`config.mk`:
```
export PLATFORM = sky130hd
export DESIGN_NAME = trig_hyst_gen
export DESIGN_NICKNAME = d
export VERILOG_FILES = /design/src/rtl/trig_hyst_gen.sv
export SDC_FILE = /design/constraint.sdc
export NUM_CORES = 1
export LEC_CHECK = 0
export BUFFER_PORTS_ARGS = -buffer_cell sky130_fd_sc_hd__buf_2
export CAP_MARGIN = 0
export CORE_MARGIN = 2
export CORE_UTILIZATION = 50
export DETAILED_ROUTE_END_ITERATION = 12
export GPL_TIMING_DRIVEN = 0
export PLACE_DENSITY = 0.82
export SETUP_SLACK_MARGIN = 0.2
export SLEW_MARGIN = 40
export SYNTH_ARGS = -nofsm -noshare
export SYNTH_HDL_FRONTEND = slang
export SYNTH_SLANG_ARGS = --single-unit
```
`constraint.sdc`:
```
create_clock -name adc_clk_i -period 3.4 [get_ports adc_clk_i]
set_input_delay 0.68 -clock adc_clk_i [delete_from_list [all_inputs] [get_ports adc_clk_i]]
set_output_delay 0.68 -clock adc_clk_i [all_outputs]
set_load 0.05 [all_outputs]
```
`src/rtl/trig_hyst_gen.sv`:
```
// trig_hyst_gen
// Hysteresis trigger generator for the scope capture stage. A signed sample
// stream is compared against an excitation and a relaxation threshold. A
// trigger needs a relax-then-excite sequence. After detection the pulse is
// delayed by a programmable count, and a holdoff window follows it.
//
// Ports
//   adc_clk_i        sole clock (ADC domain)
//   adc_rst_i        asynchronous, active-high reset
//   adc_dat_i        signed sample, new value every cycle
//   enable_i         detection enable (level)
//   thresh_excite_i  signed excitation threshold
//   thresh_relax_i   signed relaxation threshold
//   delay_i          cycles from detection to pulse (sampled on DELAY entry)
//   holdoff_i        dead cycles after a pulse (sampled on HOLDOFF entry)
//   count_clr_i      one-cycle pulse, clears trig_count_o
//   trig_o           registered one-cycle trigger pulse
//   armed_o          registered, high while in ARMED
//   trig_count_o     number of pulses emitted, wraps
//   trig_age_o       cycles since the last pulse, saturating; all ones = never
module trig_hyst_gen #(
    parameter int W = 14
) (
    input  logic         adc_clk_i,
    input  logic         adc_rst_i,
    input  logic [W-1:0] adc_dat_i,
    input  logic         enable_i,
    input  logic [W-1:0] thresh_excite_i,
    input  logic [W-1:0] thresh_relax_i,
    input  logic [31:0]  delay_i,
    input  logic [31:0]  holdoff_i,
    input  logic         count_clr_i,
    output logic         trig_o,
    output logic         armed_o,
    output logic [31:0]  trig_count_o,
    output logic [31:0]  trig_age_o
);

    // POST_PULSE is the cycle in which trig_o is high. The holdoff decision is
    // taken there, so a pulse never overlaps the holdoff window.
    typedef enum logic [2:0] {
        WAIT_RELAX = 3'd0,
        ARMED      = 3'd1,
        DELAY      = 3'd2,
        POST_PULSE = 3'd3,
        HOLDOFF    = 3'd4
    } state_t;

    state_t              state_r;
    logic [31:0]         cnt_r;
    logic                trig_r;
    logic                armed_r;
    logic [31:0]         trig_count_r;
    logic [31:0]         trig_age_r;
    logic signed [W-1:0] s_q_r;

    logic excite_hit_s;
    logic relax_hit_s;
    logic degenerate_s;
    logic fire_s;

    // Threshold mode and excite/relax conditions from the live thresholds.
    always_comb begin
        excite_hit_s = 1'b0;
        relax_hit_s  = 1'b0;
        degenerate_s = 1'b0;
        if ($signed(thresh_excite_i) > $signed(thresh_relax_i)) begin
            excite_hit_s = (s_q_r >= $signed(thresh_excite_i));
            relax_hit_s  = (s_q_r <= $signed(thresh_relax_i));
        end else if ($signed(thresh_excite_i) < $signed(thresh_relax_i)) begin
            excite_hit_s = (s_q_r <= $signed(thresh_excite_i));
            relax_hit_s  = (s_q_r >= $signed(thresh_relax_i));
        end else begin
            degenerate_s = 1'b1;
        end
    end

    // A pulse is emitted on the edge that moves the FSM into POST_PULSE.
    always_comb begin
        fire_s = 1'b0;
        if (enable_i && !degenerate_s) begin
            case (state_r)
                ARMED:   fire_s = excite_hit_s && (delay_i == 32'd0);
                DELAY:   fire_s = (cnt_r == 32'd0);
                default: fire_s = 1'b0;
            endcase
        end else begin
            fire_s = 1'b0;
        end
    end

    // Input register, trigger FSM and its registered outputs.
    always_ff @(posedge adc_clk_i or posedge adc_rst_i) begin
        if (adc_rst_i) begin
            s_q_r   <= '0;
            state_r <= WAIT_RELAX;
            cnt_r   <= 32'd0;
            trig_r  <= 1'b0;
            armed_r <= 1'b0;
        end else begin
            s_q_r  <= $signed(adc_dat_i);
            trig_r <= fire_s;
            if (!enable_i || degenerate_s) begin
                // Abort everything, including a pending delayed trigger.
                state_r <= WAIT_RELAX;
                cnt_r   <= 32'd0;
                armed_r <= 1'b0;
            end else begin
                case (state_r)
                    WAIT_RELAX: begin
                        if (relax_hit_s) begin
                            state_r <= ARMED;
                            armed_r <= 1'b1;
                        end else begin
                            state_r <= WAIT_RELAX;
                            armed_r <= 1'b0;
                        end
                    end
                    ARMED: begin
                        if (excite_hit_s) begin
                            armed_r <= 1'b0;
                            if (delay_i == 32'd0) begin
                                state_r <= POST_PULSE;
                            end else begin
                                state_r <= DELAY;
                                cnt_r   <= delay_i - 32'd1;
                            end
                        end else begin
                            state_r <= ARMED;
                            armed_r <= 1'b1;
                        end
                    end
                    DELAY: begin
                        armed_r <= 1'b0;
                        if (cnt_r == 32'd0) begin
                            state_r <= POST_PULSE;
                        end else begin
                            cnt_r <= cnt_r - 32'd1;
                        end
                    end
                    POST_PULSE: begin
                        armed_r <= 1'b0;
                        if (holdoff_i == 32'd0) begin
                            state_r <= WAIT_RELAX;
                        end else begin
                            state_r <= HOLDOFF;
                            cnt_r   <= holdoff_i - 32'd1;
                        end
                    end
                    HOLDOFF: begin
                        armed_r <= 1'b0;
                        if (cnt_r == 32'd0) begin
                            state_r <= WAIT_RELAX;
                        end else begin
                            cnt_r <= cnt_r - 32'd1;
                        end
                    end
                    default: begin
                        state_r <= WAIT_RELAX;
                        cnt_r   <= 32'd0;
                        armed_r <= 1'b0;
                    end
                endcase
            end
        end
    end

    // Software-visible trigger count and time since the last pulse.
    always_ff @(posedge adc_clk_i or posedge adc_rst_i) begin
        if (adc_rst_i) begin
            trig_count_r <= 32'd0;
            trig_age_r   <= 32'hFFFF_FFFF;
        end else begin
            if (fire_s) begin
                trig_count_r <= count_clr_i ? 32'd1 : trig_count_r + 32'd1;
            end else if (count_clr_i) begin
                trig_count_r <= 32'd0;
            end else begin
                trig_count_r <= trig_count_r;
            end
            if (fire_s) begin
                trig_age_r <= 32'd0;
            end else if (trig_age_r != 32'hFFFF_FFFF) begin
                trig_age_r <= trig_age_r + 32'd1;
            end else begin
                trig_age_r <= trig_age_r;
            end
        end
    end

    assign trig_o       = trig_r;
    assign armed_o      = armed_r;
    assign trig_count_o = trig_count_r;
    assign trig_age_o   = trig_age_r;

endmodule

```
==> impl_metrics.yaml, run 1 <==
run_status:
  status: "finished, final reports clean"
placement:
  portBuffers: 174
  dp_hpwl_mm: 17.1
  pre_cts_ws_ns: -0.594
  placed_cell_area_um2: 9140
  place_congestion: 0.904
grt:
  grt_pass1_vias: 7351
  grt_max_degree: 25
  grt_usage_pct: 27.3
  overflow: 0
  grt_pass1_wl_mm: 36.1
  antenna_found_initial: 2
power_and_ir_drop:
  max-vdd-ir-drop_mv: 0.827
  leakagePower_nw: 4.44
  p_total_mw: 7.56
  power_density_nw_per_um2: 751
worst_setup_path:
  path_cells: "clkbuf_4, clkbuf_1, nor3b_1, o21ai_0, o221a_2, nor3_1, and2b_1, nand4_1, buf_4, nor2_1, xnor2_1, o2bb2ai_1"
  startpoint_type: "register"
  r2r_end: "cnt_r[30]"
  crit_type: "register to register"
  path_buf_inv: 3
  worstPathArrival_ns: 3.49
  critPathRequiredTime_ns: 3.70
  timing.reg2reg.setup_slack_ns: 0.21
  cp_top_family: "simple AND/OR/NAND/NOR gates"
  cp-end-kind: "register"
  critical_path.max_stage_delay_ns: 0.45
  slowest_stage: "clkbuf_1"
  r2r_start: "state_r[1]"
  reg2regPathDepth: 12
  path_max_fanout: 10
route:
  via_count: 7790
  drc: 0
  drtIter0Drc: 526
  wl_per_cell_um: 17.5
  first_pass_iters: 5
  ant_nets: 0
  via_per_inst: 5.88
  routed_wl_mm: 23.2
floorplanning:
  ioPinCount: 176
  initial_core_util_pct: 51.4
  fp.dieW_um: 130
  die_y_um: 130
  num_rows: 45
  dieArea_um2: 16800
  coreArea_um2: 15300
timing:
  fin_crit_ns: 3.19
  worst_slack_ns: 0.212
  fin_crit_sh_pct: 93.8
  rsz0062_at_grt: "true"
  finalSetupViolations: 0
  hold_viol_final: 0
  slew_violations: 0
  fmax_ghz: 0.314
  tightest_slew_ns: 0.766
  tns_ns: 0
  maxSlewHeadroom_pct: 48.4
  fin_skew_ns: 0.00959
job:
  maxCapViolations: 0
yosys:
  postSynthCellCount: 891
  yosys_warnings: 0
  syn_avg_cell_area_um2: 8.84
  synthDistinctLibCells: 70
  syn_area_um2: 7880
  synth_top_flop_cell: "dfrtp_1"
  synth_edf_count: 0
  synth-seq-area-share_pct: 37.0
  synthArstFlopShare_pct: 100
  synth-seq-cells: 115
  synthesis.nets: 1046
clock_tree:
  cts_buffers: 17
  clk_pin_slew_ns: 0.05
  clk_latency_ns: 0.43
  cts_tree: "yes"
  clockBufferDepth: 2
  cts.sinks: 115
  htree_levels: 4
  cts_root_buf: "clkbuf_16"
  hold_buffers: 0
final_layout:
  nFillCells: 1271
  final_net_count: 1254
  area_growth_syn_to_layout_pct: 27.8
  design_area_um2: 10100
  drive_above_1_share_pct: 30.3
min_path:
  holdCritPathClass: "input port to asynchronous set/reset pin"
registers in the layout, summed over array words and instances, names as in the netlist:
name and flops:
cnt_r 32, trig_age_o 32, trig_count_o 32, s_q_r 14, state_r 3, armed_o 1, trig_o 1
how the worst max path moves through the flow:
stage | endpoint | slack (ns) | cells after the start | from
floorplan | trig_count_o[10] | 0.13 | 12 | thresh_relax_i[11]
global placement | cnt_r[28] | -0.56 | 13 | thresh_relax_i[13]
detailed placement | cnt_r[26] | -0.59 | 13 | thresh_relax_i[11]
CTS | cnt_r[26] | 0.15 | 11 | state_r[2]
global route | cnt_r[30] | 0.06 | 12 | state_r[1]
finish | cnt_r[30] | 0.21 | 12 | state_r[1]
report_power, final:
group / switching [mW] / internal (mW)
sequential: 0.352 / 1.83
combinational: 2.32 / 1.18
clock: 0.636 / 1.24
cells by family (layout without fill, tap and decap cells):
logic type	count (synthesis)	in the layout	share of synthesized area [%]
AND/OR/NAND/NOR	389	389	26.4
AO/OA/AOI/OAI	176	176	15.6
flip-flops	115	115	37.0
buffers and inverters	82	303	4.11
XOR/XNOR	75	75	8.44
adder cells (fa/ha/maj)	45	45	7.15
multiplexers	9	9	1.27
other	0	1	0
stage by stage:
| stage | hold WS (ns) | utilization (%) | instances |
|---|---|---|---|
| final | 0.317 | 65.7 | 1324 |
| after global routing | 0.346 | 65.7 | 1324 |
| after CTS | 0.325 | 64.1 | 1314 |
| after detailed placement | 0.496 | 59.7 | 1281 |
| after global placement | 0.487 | 58.9 | 1276 |
| after floorplan | 0.478 | - | 891 |
placed cells by master (no fill, tap or decap), types with 13 or more instances in the layout:
master and count:
dfstp_2 32, xnor2_1 41, nand4_1 22, nand2_1 63, nand3_1 23, buf_2 184, dfrtp_1 82, inv_1 40
o21ai_0 42, ha_1 45, nor2_1 112, xor2_1 33, and3_1 14, o2bb2ai_1 25, a21oi_1 33, clkbuf_16 17
nor3_1 13, nor3b_1 23, clkbuf_1 22, nor4_1 38
layer usage:
layer  routed length (µm)  vias to the layer above  track usage (%)
met5                   13                        -                0
met4                  594                        2             10.4
met3                 1530                       54             6.44
met2                11300                      328             46.9
met1                 9710                     3727             33.5
li1                     -                     3679                -
repair_timing:
action                                  4_1_cts  5_1_grt
pin swaps                                     0        8
endpoints found under the setup margin       80       79
gates resized for setup                      16       47
buffers inserted                              1        9
hold endpoints to repair                      0        0
synthesized netlist by cell type, drive strengths merged, types with 8 or more instances:
| library cell | number | area (µm²) |
|---|---|---|
| and3 | 15 | 93.8 |
| nand2 | 65 | 246 |
| nor3b | 27 | 208 |
| buf | 11 | 57.6 |
| ha | 45 | 563 |
| xor2 | 34 | 305 |
| nand3 | 25 | 130 |
| and4 | 12 | 105 |
| nor4 | 42 | 275 |
| nand2b | 11 | 71.3 |
| xnor2 | 41 | 359 |
| mux2 | 8 | 90.1 |
| o21ai | 43 | 215 |
| nor3 | 18 | 95.1 |
| nor2 | 115 | 432 |
| inv | 41 | 154 |
| nor2b | 12 | 75.1 |
| dfstp | 32 | 841 |
| a21oi | 35 | 175 |
| nand4 | 22 | 138 |
| dfrtp | 83 | 2080 |
| o221a | 12 | 135 |
| o2bb2ai | 25 | 219 |
| o221ai | 14 | 123 |
| clkbuf | 30 | 113 |
final cells by class:
type | count | area (µm²) | area share, %
repair buffers | 189 | 1060 | 10.6
flip-flops and latches | 115 | 2920 | 29.0
inverters | 41 | 158 | 1.57
diodes | 1 | 2.50 | 0.0249
plain buffers | 41 | 195 | 1.94
well taps | 211 | 264 | 2.62
clock buffers | 23 | 458 | 4.55
clock inverters | 9 | 154 | 1.53
multi-input cells | 694 | 4850 | 48.2
Note: power is estimated with default switching activity, not from simulation.
==> run 2: changes to the inputs <==
==> constraint.sdc (replaced) <==
create_clock -name adc_clk_i -period 3.4 [get_ports adc_clk_i]
set_input_delay 0.51 -clock adc_clk_i [delete_from_list [all_inputs] [get_ports adc_clk_i]]
set_output_delay 0.51 -clock adc_clk_i [all_outputs]
set_load 0.05 [all_outputs]
==> impl_metrics.yaml, run 2 (same netlist as run 1, synthesis figures left out) <==
clock_tree:
  htree_levels: 4
  cts_buffers: 17
  clk_latency_ns: 0.42
  clockBufferDepth: 2
  cts_root_buf: "clkbuf_16"
  cts.sinks: 115
  hold_buffers: 0
  cts_tree: "yes"
  clk_pin_slew_ns: 0.06
power_and_ir_drop:
  power_frac_clock_pct: 23.9
  p_total_mw: 7.44
  leakagePower_nw: 4.42
  combPwrFrac_pct: 46.7
  max-vdd-ir-drop_mv: 0.754
  switchingPower_mw: 3.35
  power_frac_seq_pct: 29.3
  p_sw_share_pct: 45.1
  power_density_nw_per_um2: 744
  cell_internal_pwr_mw: 4.08
final_layout:
  drive_above_1_share_pct: 30.3
  post-route-util_pct: 65.3
  final_net_count: 1251
  design_area_um2: 10000
  mostFrequentLayoutCell: "buf_2"
  final_cell_mix: "buf_2, nor2_1, dfrtp_1"
  post_layout_nonfiller_instances: 1322
  area_growth_syn_to_layout_pct: 27.0
floorplanning:
  dieArea_um2: 16800
  ioPinCount: 176
  die_y_um: 130
  fp.dieW_um: 130
  initial_core_util_pct: 51.4
  coreArea_um2: 15300
  num_rows: 45
grt:
  overflow: 0
  grt_usage_pct: 27.5
  grt_pass1_wl_mm: 36.5
  antenna_found_initial: 4
  grt_max_degree: 26
  grt_pass1_vias: 7334
timing:
  finalSetupViolations: 0
  fin_skew_ns: 0.00735
  hold-worst-slack_ns: 0.143
  hold_viol_final: 0
  slew_violations: 0
  tns_ns: 0
  fmax_ghz: 0.318
  rsz0062_at_grt: "true"
  maxSlewHeadroom_pct: 47.4
  fin_crit_ns: 3.14
  tightest_slew_ns: 0.783
  fin_crit_sh_pct: 92.4
  worst_slack_ns: 0.260
placement:
  place_congestion: 0.930
  dp_hpwl_mm: 17.1
  placedCellCount: 1281
  portBuffers: 174
  pre_cts_ws_ns: -0.527
  placed_cell_area_um2: 9150
job:
  maxCapViolations: 0
min_path:
  holdCritPathClass: "input port to asynchronous set/reset pin"
route:
  via_count: 7851
  routed_wl_mm: 23.0
  drc: 0
  ant_nets: 0
  first_pass_iters: 6
  drtIter0Drc: 566
  via_per_inst: 5.94
  wl_per_cell_um: 17.4
worst_setup_path:
  worstPathArrival_ns: 3.44
  startpoint_type: "register"
  critPathRequiredTime_ns: 3.70
  crit_type: "register to register"
  path_max_fanout: 10
  cp-end-kind: "register"
run_status:
  status: "finished, final reports clean"
==> run 2: cell count changes in the layout (fill, tap and decap cells not counted), moves of 3 or more <==
cell and delta:
buf_2 -3, nor4_2 +3, inv_6 +3, buf_4 -3
clkbuf_2 +3, clkbuf_1 -7, bufinv_16 -3
==> run 2: layout make-up <==
| cell class | count | area [µm²] |
|---|---|---|
| Buffer | 41 | 203 |
| Fill cell | 1272 | 5320 |
| Multi-Input combinational cell | 694 | 4810 |
| Sequential cell | 115 | 2920 |
| Inverter | 41 | 158 |
| Timing Repair Buffer | 186 | 1050 |
| Tap cell | 211 | 264 |
| Clock inverter | 13 | 121 |
| Antenna cell | 2 | 5.00 |
| Clock buffer | 19 | 464 |
==> run 2: power by group through the flow <==
stage	clock (mW)	combinational [mW]	sequential, mW
2_1_floorplan	0	1.71	2.85
3_3_place_gp	0	3.14	2.17
3_5_place_dp	0	3.21	2.18
4_1_cts	1.79	3.28	2.17
5_1_grt	1.85	3.72	2.24
6_report	1.78	3.48	2.18
==> run 2: repair_timing <==
action	CTS	global route
endpoints found under the setup margin	75	77
gates resized for setup	17	53
buffers inserted	0	7
pin swaps	0	7
==> run 2: layer usage <==
layer / routed length [µm] / GRT usage, % / vias to the layer above
met5: 26 / 0 / -
met3: 1810 / 6.81 / 52
met2: 11000 / 45.7 / 345
li1: - / - / 3686
met1: 9620 / 34.8 / 3764
met4: 525 / 10.3 / 4
==> run 2: critical path: stages, from the launching register on <==
cell	delay [ns]
dfrtp_2	0.48
xor2_4	0.23
nand2b_2	0.14
buf_6	0.17
buf_2	0.21
o221a_2	0.32
nor4_4	0.34
nor3b_4	0.29
nand4_1	0.31
nor3b_2	0.28
xor2_1	0.17
o2bb2ai_1	0.08
==> run 2: final timing paths <==
path / start / to / slack (ns) / cells past startpoint
max: state_r[2] / cnt_r[26] / 0.26 / 11
min: adc_rst_i / cnt_r[22] / 0.14 / 2
max reg2reg: state_r[2] / cnt_r[26] / 0.26 / 11
min reg2reg: trig_age_o[28] / trig_age_o[28] / 0.51 / 2
max in group asynchronous: adc_rst_i / s_q_r[2] / 2.62 / 4
min in group adc_clk_i: adc_dat_i[8] / s_q_r[8] / 0.19 / 1
==> run 3: changes to the inputs <==
--- a/config.mk
+++ b/config.mk
@@ -11,7 +11,7 @@
 export CORE_UTILIZATION = 50
 export DETAILED_ROUTE_END_ITERATION = 12
 export GPL_TIMING_DRIVEN = 0
-export PLACE_DENSITY = 0.82
+export PLACE_DENSITY = 0.84
 export SETUP_SLACK_MARGIN = 0.2
 export SLEW_MARGIN = 40
 export SYNTH_ARGS = -nofsm -noshare
==> impl_metrics.yaml, run 3 (same netlist as run 1, synthesis figures left out) <==
worst_setup_path:
  critPathRequiredTime_ns: 3.71
  reg2regPathDepth: 12
  cp-end-kind: "register"
  slowest_stage: "dfrtp_1"
  path_cells: "xor2_4, nand2b_2, buf_6, buf_2, o221ai_1, and4_1, nor4b_4, buf_4, nand2_2, nor4_2, xnor2_1, o2bb2ai_1"
  worstSetupStartpoint: "state_r[2]"
  critical_path.max_stage_delay_ns: 0.51
  r2r_end: "cnt_r[19]"
  startpoint_type: "register"
  crit_type: "register to register"
  timing.reg2reg.setup_slack_ns: 0.33
  path_max_fanout: 10
  worstPathArrival_ns: 3.38
  r2r_start: "state_r[2]"
route:
  via_count: 7892
  first_pass_iters: 5
  routed_wl_mm: 23.0
  drc: 0
  drtIter0Drc: 579
  ant_nets: 0
  via_per_inst: 5.95
  wl_per_cell_um: 17.4
final_layout:
  area_growth_syn_to_layout_pct: 27.7
  mostFrequentLayoutCell: "buf_2"
  ff_latch_area_um2: 2920
  design_area_um2: 10100
  nFillCells: 1254
  final_cell_mix: "buf_2, nor2_1, dfrtp_1"
  final_net_count: 1253
  drive_above_1_share_pct: 30.6
  multi_input_area_um2: 4850
min_path:
  holdCritPathClass: "input port to asynchronous set/reset pin"
floorplanning:
  fp.dieW_um: 130
  initial_core_util_pct: 51.4
  num_rows: 45
  dieArea_um2: 16800
  coreArea_um2: 15300
  ioPinCount: 176
  die_y_um: 130
timing:
  tightest_slew_ns: 0.740
  fin_skew_ns: 0.0113
  tns_ns: 0
  rsz0062_at_grt: "true"
  fin_crit_ns: 3.07
  slew_violations: 0
  fin_crit_sh_pct: 90.3
  worst_slack_ns: 0.329
  finalSetupViolations: 0
  fmax_ghz: 0.326
  hold-worst-slack_ns: 0.127
  maxSlewHeadroom_pct: 50.2
  hold_viol_final: 0
grt:
  grt_usage_pct: 27.3
  overflow: 0
  grt_pass1_wl_mm: 36.4
  grt_pass1_vias: 7628
  antenna_found_initial: 5
  grt_max_degree: 25
run_status:
  status: "finished, final reports clean"
placement:
  place_congestion: 0.934
  placed_cell_area_um2: 9160
  dp_hpwl_mm: 17.0
  pre_cts_ws_ns: -0.418
  portBuffers: 174
clock_tree:
  cts_root_buf: "clkbuf_16"
  clk_pin_slew_ns: 0.06
  cts_buffers: 17
  clk_latency_ns: 0.43
  clockBufferDepth: 2
  htree_levels: 4
  cts_tree: "yes"
  cts.sinks: 115
power_and_ir_drop:
  leakagePower_nw: 4.47
  power_density_nw_per_um2: 742
  max-vdd-ir-drop_mv: 0.771
job:
  maxCapViolations: 0
==> run 3: stage by stage <==
stage	util, %	total power [mW]	cells
floorplan	-	4.57	891
global placement	58.9	5.30	1276
detailed placement	59.8	5.40	1281
CTS	64.1	7.28	1313
global route	65.7	7.87	1324
finish	65.7	7.47	1326
==> run 3: worst max path at each step <==
stage | endpoint | slack, ns | depth (start not counted)
after global placement | cnt_r[22] | -0.48 | 13
after detailed placement | cnt_r[28] | -0.42 | 14
after floorplan | trig_count_o[30] | 0.23 | 12
after global routing | cnt_r[11] | 0.1 | 14
final | cnt_r[19] | 0.33 | 12
after CTS | trig_age_o[11] | 0.16 | 10
==> run 3: cell type report <==
| type | instances | share of cell area, % |
|---|---|---|
| sequential | 115 | 29.0 |
| timing repair buffer | 188 | 10.6 |
| inverter | 41 | 1.57 |
| clock inverter | 11 | 0.858 |
| multi-input combinational | 694 | 48.2 |
| buffer | 41 | 1.99 |
| antenna | 4 | 0.0995 |
| clock buffer | 21 | 5.00 |
| tap | 211 | 2.62 |
==> run 3: per-layer routing <==
| metal | GRT usage (%) | up-vias | wire, µm |
|---|---|---|---|
| met4 | 10.6 | 2 | 537 |
| met5 | 0 | - | 13 |
| met1 | 33.6 | 3792 | 9520 |
| li1 | - | 3692 | - |
| met2 | 45.6 | 352 | 11100 |
| met3 | 7.97 | 54 | 1850 |
==> run 3: critical path, delay by kind of cell, from the launching register on <==
| kind | cells | cell delay [ns] |
|---|---|---|
| buffers and inverters | 3 | 0.56 |
| AO/OA/AOI/OAI | 2 | 0.39 |
| XOR/XNOR | 2 | 0.40 |
| flip-flops | 1 | 0.51 |
| AND/OR/NAND/NOR | 5 | 1.08 |
==> run 3: power breakdown <==
group / switching (mW) / internal, mW
logic: 2.32 / 1.18
clock network: 0.709 / 1.07
registers: 0.354 / 1.83
==> run 3: timing repair <==
action / CTS / global route
buffers inserted: 0 / 9
endpoints found under the hold margin: 0 / 0
setup endpoints to repair: 77 / 82
hold buffers: 0 / 0
resized for setup: 15 / 57
pin swaps: 0 / 6
